===== src/rtl/seven_seg_capture.sv =====
// -----------------------------------------------------------------------------
// seven_seg_capture
//
// Receive side of a multiplexed 7-segment bus (7 active-low segments plus one
// digit-select line). The bus is synchronised into clk. Each digit pattern must
// hold steady for a while before it is accepted. Accepted patterns are decoded
// back to hex nibbles, and the two digits are assembled into one 8-bit value.
// Typical uses are loopback self-check of a display path and reading a
// stopwatch display driven from another tile.
//
// Parameters
//   STABLE_CYCLES  : synced bus must hold unchanged this many cycles before a
//                    digit is accepted (>= 1)
//   TIMEOUT_CYCLES : cycles without an accepted digit before stale asserts (>= 2)
//
// Ports
//   clk          in   clock
//   rst_n        in   asynchronous active-low reset
//   seg_n[6:0]   in   segments a..g (bit0 = a), active low, asynchronous
//   dig_sel      in   0 = MSB digit on the bus, 1 = LSB digit on the bus, asynchronous
//   clear        in   synchronous clear of the capture state, active high
//   value[7:0]   out  last good frame {msb_nibble, lsb_nibble}
//   value_valid  out  one-cycle pulse when value is updated
//   digit_err    out  one-cycle pulse when a frame completes with an undecodable digit
//   stale        out  level; no digit has been accepted for TIMEOUT_CYCLES cycles
// -----------------------------------------------------------------------------
module seven_seg_capture #(
    parameter int STABLE_CYCLES  = 4,
    parameter int TIMEOUT_CYCLES = 4096
) (
    input  logic       clk,
    input  logic       rst_n,
    input  logic [6:0] seg_n,
    input  logic       dig_sel,
    input  logic       clear,
    output logic [7:0] value,
    output logic       value_valid,
    output logic       digit_err,
    output logic       stale
);

    localparam int STAB_W = $clog2(STABLE_CYCLES + 1);
    localparam int TO_W   = $clog2(TIMEOUT_CYCLES + 1);

    localparam logic [STAB_W-1:0] STAB_MAX = STAB_W'(STABLE_CYCLES);
    localparam logic [STAB_W-1:0] STAB_HIT = STAB_W'(STABLE_CYCLES - 1);
    localparam logic [STAB_W-1:0] STAB_ONE = STAB_W'(1);
    localparam logic [TO_W-1:0]   TO_MAX   = TO_W'(TIMEOUT_CYCLES);
    localparam logic [TO_W-1:0]   TO_ONE   = TO_W'(1);

    // Active-high segment patterns for hex digits 0..F.
    // The entry for digit n sits at bits [n*7 +: 7].
    localparam logic [16*7-1:0] SEG_TABLE = {
        7'h71, 7'h79, 7'h5E, 7'h39, 7'h7C, 7'h77, 7'h6F, 7'h7F,
        7'h07, 7'h7D, 7'h6D, 7'h66, 7'h4F, 7'h5B, 7'h06, 7'h3F
    };

    typedef enum logic [1:0] {
        ST_IDLE     = 2'd0,
        ST_HAVE_MSB = 2'd1,
        ST_HAVE_LSB = 2'd2
    } state_t;

    // ------------------------------------------------------------------
    // Synchroniser and stability tracking
    // ------------------------------------------------------------------
    logic [7:0]        sync_meta_reg;
    logic [7:0]        sb_reg;          // synced bus {dig_sel, seg_n}
    logic [7:0]        sb_prev_reg;     // synced bus one cycle earlier
    logic [STAB_W-1:0] stab_cnt_reg;
    logic              armed_reg;

    logic              sb_changed;
    logic [6:0]        pat;
    logic              sel;
    logic              accept;

    assign sb_changed = (sb_reg != sb_prev_reg);
    assign pat        = ~sb_reg[6:0];
    assign sel        = sb_reg[7];

    // A pattern is taken once, on the cycle where it has been steady long
    // enough. armed prevents a long-held pattern from being taken again.
    // A blank bus is never taken.
    assign accept = !sb_changed && (stab_cnt_reg == STAB_HIT) && armed_reg && (pat != 7'h00);

    always_ff @(posedge clk or negedge rst_n) begin
        if (!rst_n) begin
            sync_meta_reg <= 8'hFF;
            sb_reg        <= 8'hFF;
            sb_prev_reg   <= 8'hFF;
            stab_cnt_reg  <= '0;
            armed_reg     <= 1'b1;
        end else begin
            sync_meta_reg <= {dig_sel, seg_n};
            sb_reg        <= sync_meta_reg;
            sb_prev_reg   <= sb_reg;

            if (sb_changed) begin
                stab_cnt_reg <= '0;
            end else if (stab_cnt_reg != STAB_MAX) begin
                stab_cnt_reg <= stab_cnt_reg + STAB_ONE;
            end

            // clear re-arms even if an accept happens in the same cycle.
            if (clear || sb_changed) begin
                armed_reg <= 1'b1;
            end else if (accept) begin
                armed_reg <= 1'b0;
            end
        end
    end

    // ------------------------------------------------------------------
    // Pattern decode: one comparator per hex digit, then encode the hit
    // ------------------------------------------------------------------
    logic [15:0] dec_hit;
    logic [3:0]  dec_nib;
    logic        dec_bad;

    genvar gi;
    generate
        for (gi = 0; gi < 16; gi++) begin : g_dec
            assign dec_hit[gi] = (pat == SEG_TABLE[gi*7 +: 7]);
        end
    endgenerate

    always_comb begin
        dec_nib = 4'h0;
        for (int i = 0; i < 16; i++) begin
            if (dec_hit[i]) begin
                dec_nib = 4'(i);
            end
        end
    end

    // An unknown pattern decodes as nibble 0 and is flagged as bad.
    assign dec_bad = ~|dec_hit;

    // ------------------------------------------------------------------
    // Frame assembly, timeout and registered outputs
    // ------------------------------------------------------------------
    state_t          state_reg;
    logic [3:0]      msb_reg;
    logic [3:0]      lsb_reg;
    logic            msb_bad_reg;
    logic            lsb_bad_reg;
    logic [7:0]      value_reg;
    logic            value_valid_reg;
    logic            digit_err_reg;
    logic [TO_W-1:0] to_cnt_reg;
    logic            stale_reg;

    logic            frame_done;
    logic            frame_bad;
    logic [7:0]      frame_value;
    logic [TO_W-1:0] to_cnt_next;

    // A frame completes when the opposite digit of the one already held is
    // accepted. The digit already held supplies one nibble and the new
    // digit supplies the other.
    always_comb begin
        frame_done  = 1'b0;
        frame_bad   = 1'b0;
        frame_value = 8'h00;
        case (state_reg)
            ST_HAVE_MSB: begin
                frame_done  = accept && sel;
                frame_bad   = msb_bad_reg | dec_bad;
                frame_value = {msb_reg, dec_nib};
            end
            ST_HAVE_LSB: begin
                frame_done  = accept && !sel;
                frame_bad   = lsb_bad_reg | dec_bad;
                frame_value = {dec_nib, lsb_reg};
            end
            default: begin
                frame_done  = 1'b0;
                frame_bad   = 1'b0;
                frame_value = 8'h00;
            end
        endcase
    end

    // The counter drops to zero on an accept, so stale also falls on that
    // same cycle.
    always_comb begin
        to_cnt_next = to_cnt_reg;
        if (clear || accept) begin
            to_cnt_next = '0;
        end else if (to_cnt_reg != TO_MAX) begin
            to_cnt_next = to_cnt_reg + TO_ONE;
        end
    end

    always_ff @(posedge clk or negedge rst_n) begin
        if (!rst_n) begin
            state_reg       <= ST_IDLE;
            msb_reg         <= 4'h0;
            lsb_reg         <= 4'h0;
            msb_bad_reg     <= 1'b0;
            lsb_bad_reg     <= 1'b0;
            value_reg       <= 8'h00;
            value_valid_reg <= 1'b0;
            digit_err_reg   <= 1'b0;
            to_cnt_reg      <= '0;
            stale_reg       <= 1'b0;
        end else begin
            value_valid_reg <= 1'b0;
            digit_err_reg   <= 1'b0;
            to_cnt_reg      <= to_cnt_next;
            stale_reg       <= (to_cnt_next == TO_MAX);

            if (clear) begin
                state_reg   <= ST_IDLE;
                msb_reg     <= 4'h0;
                lsb_reg     <= 4'h0;
                msb_bad_reg <= 1'b0;
                lsb_bad_reg <= 1'b0;
                value_reg   <= 8'h00;
            end else if (frame_done) begin
                if (frame_bad) begin
                    digit_err_reg <= 1'b1;
                end else begin
                    value_reg       <= frame_value;
                    value_valid_reg <= 1'b1;
                end
                state_reg   <= ST_IDLE;
                msb_bad_reg <= 1'b0;
                lsb_bad_reg <= 1'b0;
            end else if (accept) begin
                if (!sel) begin
                    msb_reg     <= dec_nib;
                    msb_bad_reg <= dec_bad;
                    if (state_reg == ST_IDLE) begin
                        state_reg <= ST_HAVE_MSB;
                    end
                end else begin
                    lsb_reg     <= dec_nib;
                    lsb_bad_reg <= dec_bad;
                    if (state_reg == ST_IDLE) begin
                        state_reg <= ST_HAVE_LSB;
                    end
                end
            end
        end
    end

    assign value       = value_reg;
    assign value_valid = value_valid_reg;
    assign digit_err   = digit_err_reg;
    assign stale       = stale_reg;

endmodule


===== config.mk =====
export PLATFORM = sky130hd
export DESIGN_NAME = seven_seg_capture
export DESIGN_NICKNAME = d
export VERILOG_FILES = /design/src/rtl/seven_seg_capture.sv
export SDC_FILE = /design/constraint.sdc
export NUM_CORES = 1
export LEC_CHECK = 0
export ABC_AREA = 1
export ABC_CLOCK_PERIOD_IN_PS = 5200
export CORE_MARGIN = 1
export CORE_UTILIZATION = 56
export CTS_CLUSTER_DIAMETER = 100
export DETAILED_ROUTE_END_ITERATION = 10
export PLACE_DENSITY_LB_ADDON = 0.05
export RECOVER_POWER = 50
export SLEW_MARGIN = 10
export SYNTH_ARGS = -nofsm -noshare
export SYNTH_HDL_FRONTEND = slang
export SYNTH_SLANG_ARGS = --single-unit

===== constraint.sdc =====
create_clock -name clk -period 5.2 [get_ports clk]
set_input_delay 0.52 -clock clk [delete_from_list [all_inputs] [get_ports clk]]
set_output_delay 0.52 -clock clk [all_outputs]
set_load 0.05 [all_outputs]

==> flow_summary.toml <==
[status]
status = "finished clean"

[synthesis]
async_flop_share_pct = 100.0
synth_common_cells = "104 x nand2_1, 52 x nor2_1, 43 x inv_1"
syn_avg_cell_area_sq_um = 8.376
yosysUniqueCellTypes = 38
synth.top_cell.area_share_pct = 29.20
synth_nets = 418
ys_seq_elements = 64
synthTopCellsByArea = "dfrtp_1 29%, dfstp_2 20%, nand2_1 12%"
synthFlopType = "dfrtp_1"
synth_area_sq_um = 3342
synth-edff-count = 0
synth_top_area_cell = "dfrtp_1"
yosysMostFrequentCell = "nand2_1"
ys.warnings.count = 0
yosysSeqAreaShare_pct = 48.86
synthCells = 399

[floorplan]
fp.dieH_um = 79.25
start_util_pct = 59.24
die_w_um = 79.25
pin_count = 22
design.core.area_sq_um = 5642
die_area_sq_um = 6281
rows = 27

[clocking]
clk-insertion-delay-late_ns = 0.33
cts_buffers = 9
cts-resized-gates = 0
clk_pin_slew_worst_paths_ns = 0.07
cts_max_level = 3
cts.path.max_buffers = 2
tritoncts = "built"
cts.sinks = 64
cts_root_buffer = "clkbuf_8"
cts_hold_buf = 0
cts_setup_buffers = 0

[power_and_ir_drop]
peakVddDrop_mv = 0.2326
switching_share_pct = 24.53
pwr-share-seq_pct = 49.5
cellLeakagePower_nw = 1.796
pwr-share-clk_pct = 41.0
power_mw = 1.083
combPwrFrac_pct = 9.5
pwr_density_cell_nw_per_um2 = 282.7
netSwitchingPower_mw = 0.2657
internal_power_mw = 0.8175

[finish]
largest_reg_flops = 13
fin_nets = 447
final_cells = 505
drive_gt1_share_pct = 18.24
nFillCells = 484
multi_input_comb_area_sq_um = 1475
postLayoutCellArea_sq_um = 3831
area_growth_pct = 14.64
fin_util_pct = 67.91
n_antenna_cell = 0
ff_latch_area_sq_um = 1633

[detailed_routing]
first_pass_iters = 4
ant_nets = 0
drtIter0Drc = 175
wl_per_cell_um = 12.16
vias_per_cell = 5.081
drt_drc_violations_left = 0
routed_wl_um = 6142
num_vias = 2566

[place]
place_hpwl_um = 4583
io_buffers = 21
preCtsSetupSlack_ns = 2.985
dpl_cell_area_sq_um = 3617
gp_congestion = 0.8346
place_inst = 489

[sta]
period_needed_ns = 2.019
holdWs_ns = 0.3338
tns_ns = 0
finClkSkew_ns = 0.008293
slew_headroom_pct = 49.11
period_share_pct = 38.83
rsz0062_at_grt = "no"
setup_violations = 0
fmax_ghz = 0.4953
worstMarginPinSlew_ns = 0.7633
hold_viol_final = 0
worst_slack_ns = 3.181
slew_viol_final = 0

[grt]
grt_pass1_vias = 2447
antenna_found_initial = 0
grt_pass1_wl_um = 10960
grt_max_degree = 65
grt.overflow.total = 0
grt_usage_pct = 22.91

[setup_path]
end_kind = "primary output"
path_max_fanout = 2
worstSetupStartpointType = "register"
worst-path-buf-inv = 1
critical-path-top-delay-family = "buffers and inverters"
arrival_ns = 1.50
crit_required_ns = 4.68
critPathSlowestCell = "clkdlybuf4s50_1"
slowest_delay_ns = 0.81
path_cells = "clkdlybuf4s50_1"
critical_path_class = "reg2out"

[hold_path]
hold_class = "in2async"

[job]
max_cap_viol_count = 0
## power by group through the flow
stage | combinational (mW) | sequential, mW | clock, mW
6_report | 0.103 | 0.536 | 0.444
5_1_grt | 0.118 | 0.538 | 0.477
4_1_cts | 0.105 | 0.537 | 0.456
3_5_place_dp | 0.105 | 0.546 | 0
3_3_place_gp | 0.103 | 0.545 | 0
2_1_floorplan | 0.0747 | 0.542 | 0
## cell families after synthesis
| logic type | Yosys count | share of synthesized area, % |
|---|---|---|
| AND/OR/NAND/NOR | 223 | 31.86 |
| flip-flops | 64 | 48.86 |
| buffers and inverters | 59 | 7.001 |
| AO/OA/AOI/OAI | 32 | 5.841 |
| XOR/XNOR | 12 | 3.145 |
| adder cells (fa/ha/maj) | 8 | 2.995 |
| multiplexers | 1 | 0.2995 |
## final timing paths
check                                  from             to  slack [ns]  depth (start not counted)
setup / recovery                   value[4]       value[4]        3.18                          1
hold / removal                        rst_n       value[4]        0.33                          2
setup reg to reg                  sb_reg[0]     msb_reg[0]        3.20                         10
hold reg to reg            sync_meta_reg[7]      sb_reg[7]        0.36                          0
max in group asynchronous             rst_n  to_cnt_reg[6]        4.35                          2
min in group clk           sync_meta_reg[7]      sb_reg[7]        0.36                          0
## layer usage
metal  wire [um]  global-route usage (%)  vias to the layer above  share of wire (%)
met2        2827                   35.69                       58                 46
met1        2968                   30.77                     1196                 48
li1            -                       -                     1303                  -
met5           0                       0                        -                  0
met3         271                   4.713                        9                4.4
met4          76                   10.18                        0                1.2
## layout make-up
type                            count  share of cell area [%]
Tap cell                           72                   2.351
Clock buffer                       11                   4.246
Multi-Input combinational cell    276                   38.50
Clock inverter                      5                   1.339
Inverter                           55                   5.389
Sequential cell                    64                   42.62
Timing Repair Buffer               22                   5.552
## cells in the final DEF (no fill, tap or decap), drive strengths merged
cell / instances
mux2i: 1
buf: 2
o22ai: 2
nand3b: 1
and2: 1
xnor2: 6
o211ai: 1
xor2: 6
a22o: 2
nand2: 116
o21ai: 16
clkinv: 3
bufinv: 1
nand4: 5
nor4: 1
a21oi: 8
inv: 56
clkbuf: 11
dfrtp: 39
dlygate4sd3: 8
nor2: 62
o31ai: 1
clkdlybuf4s50: 12
nand3: 30
o21a: 2
nor3: 7
ha: 8
dfstp: 25
No activity file was read; power rests on OpenSTA's default activity.
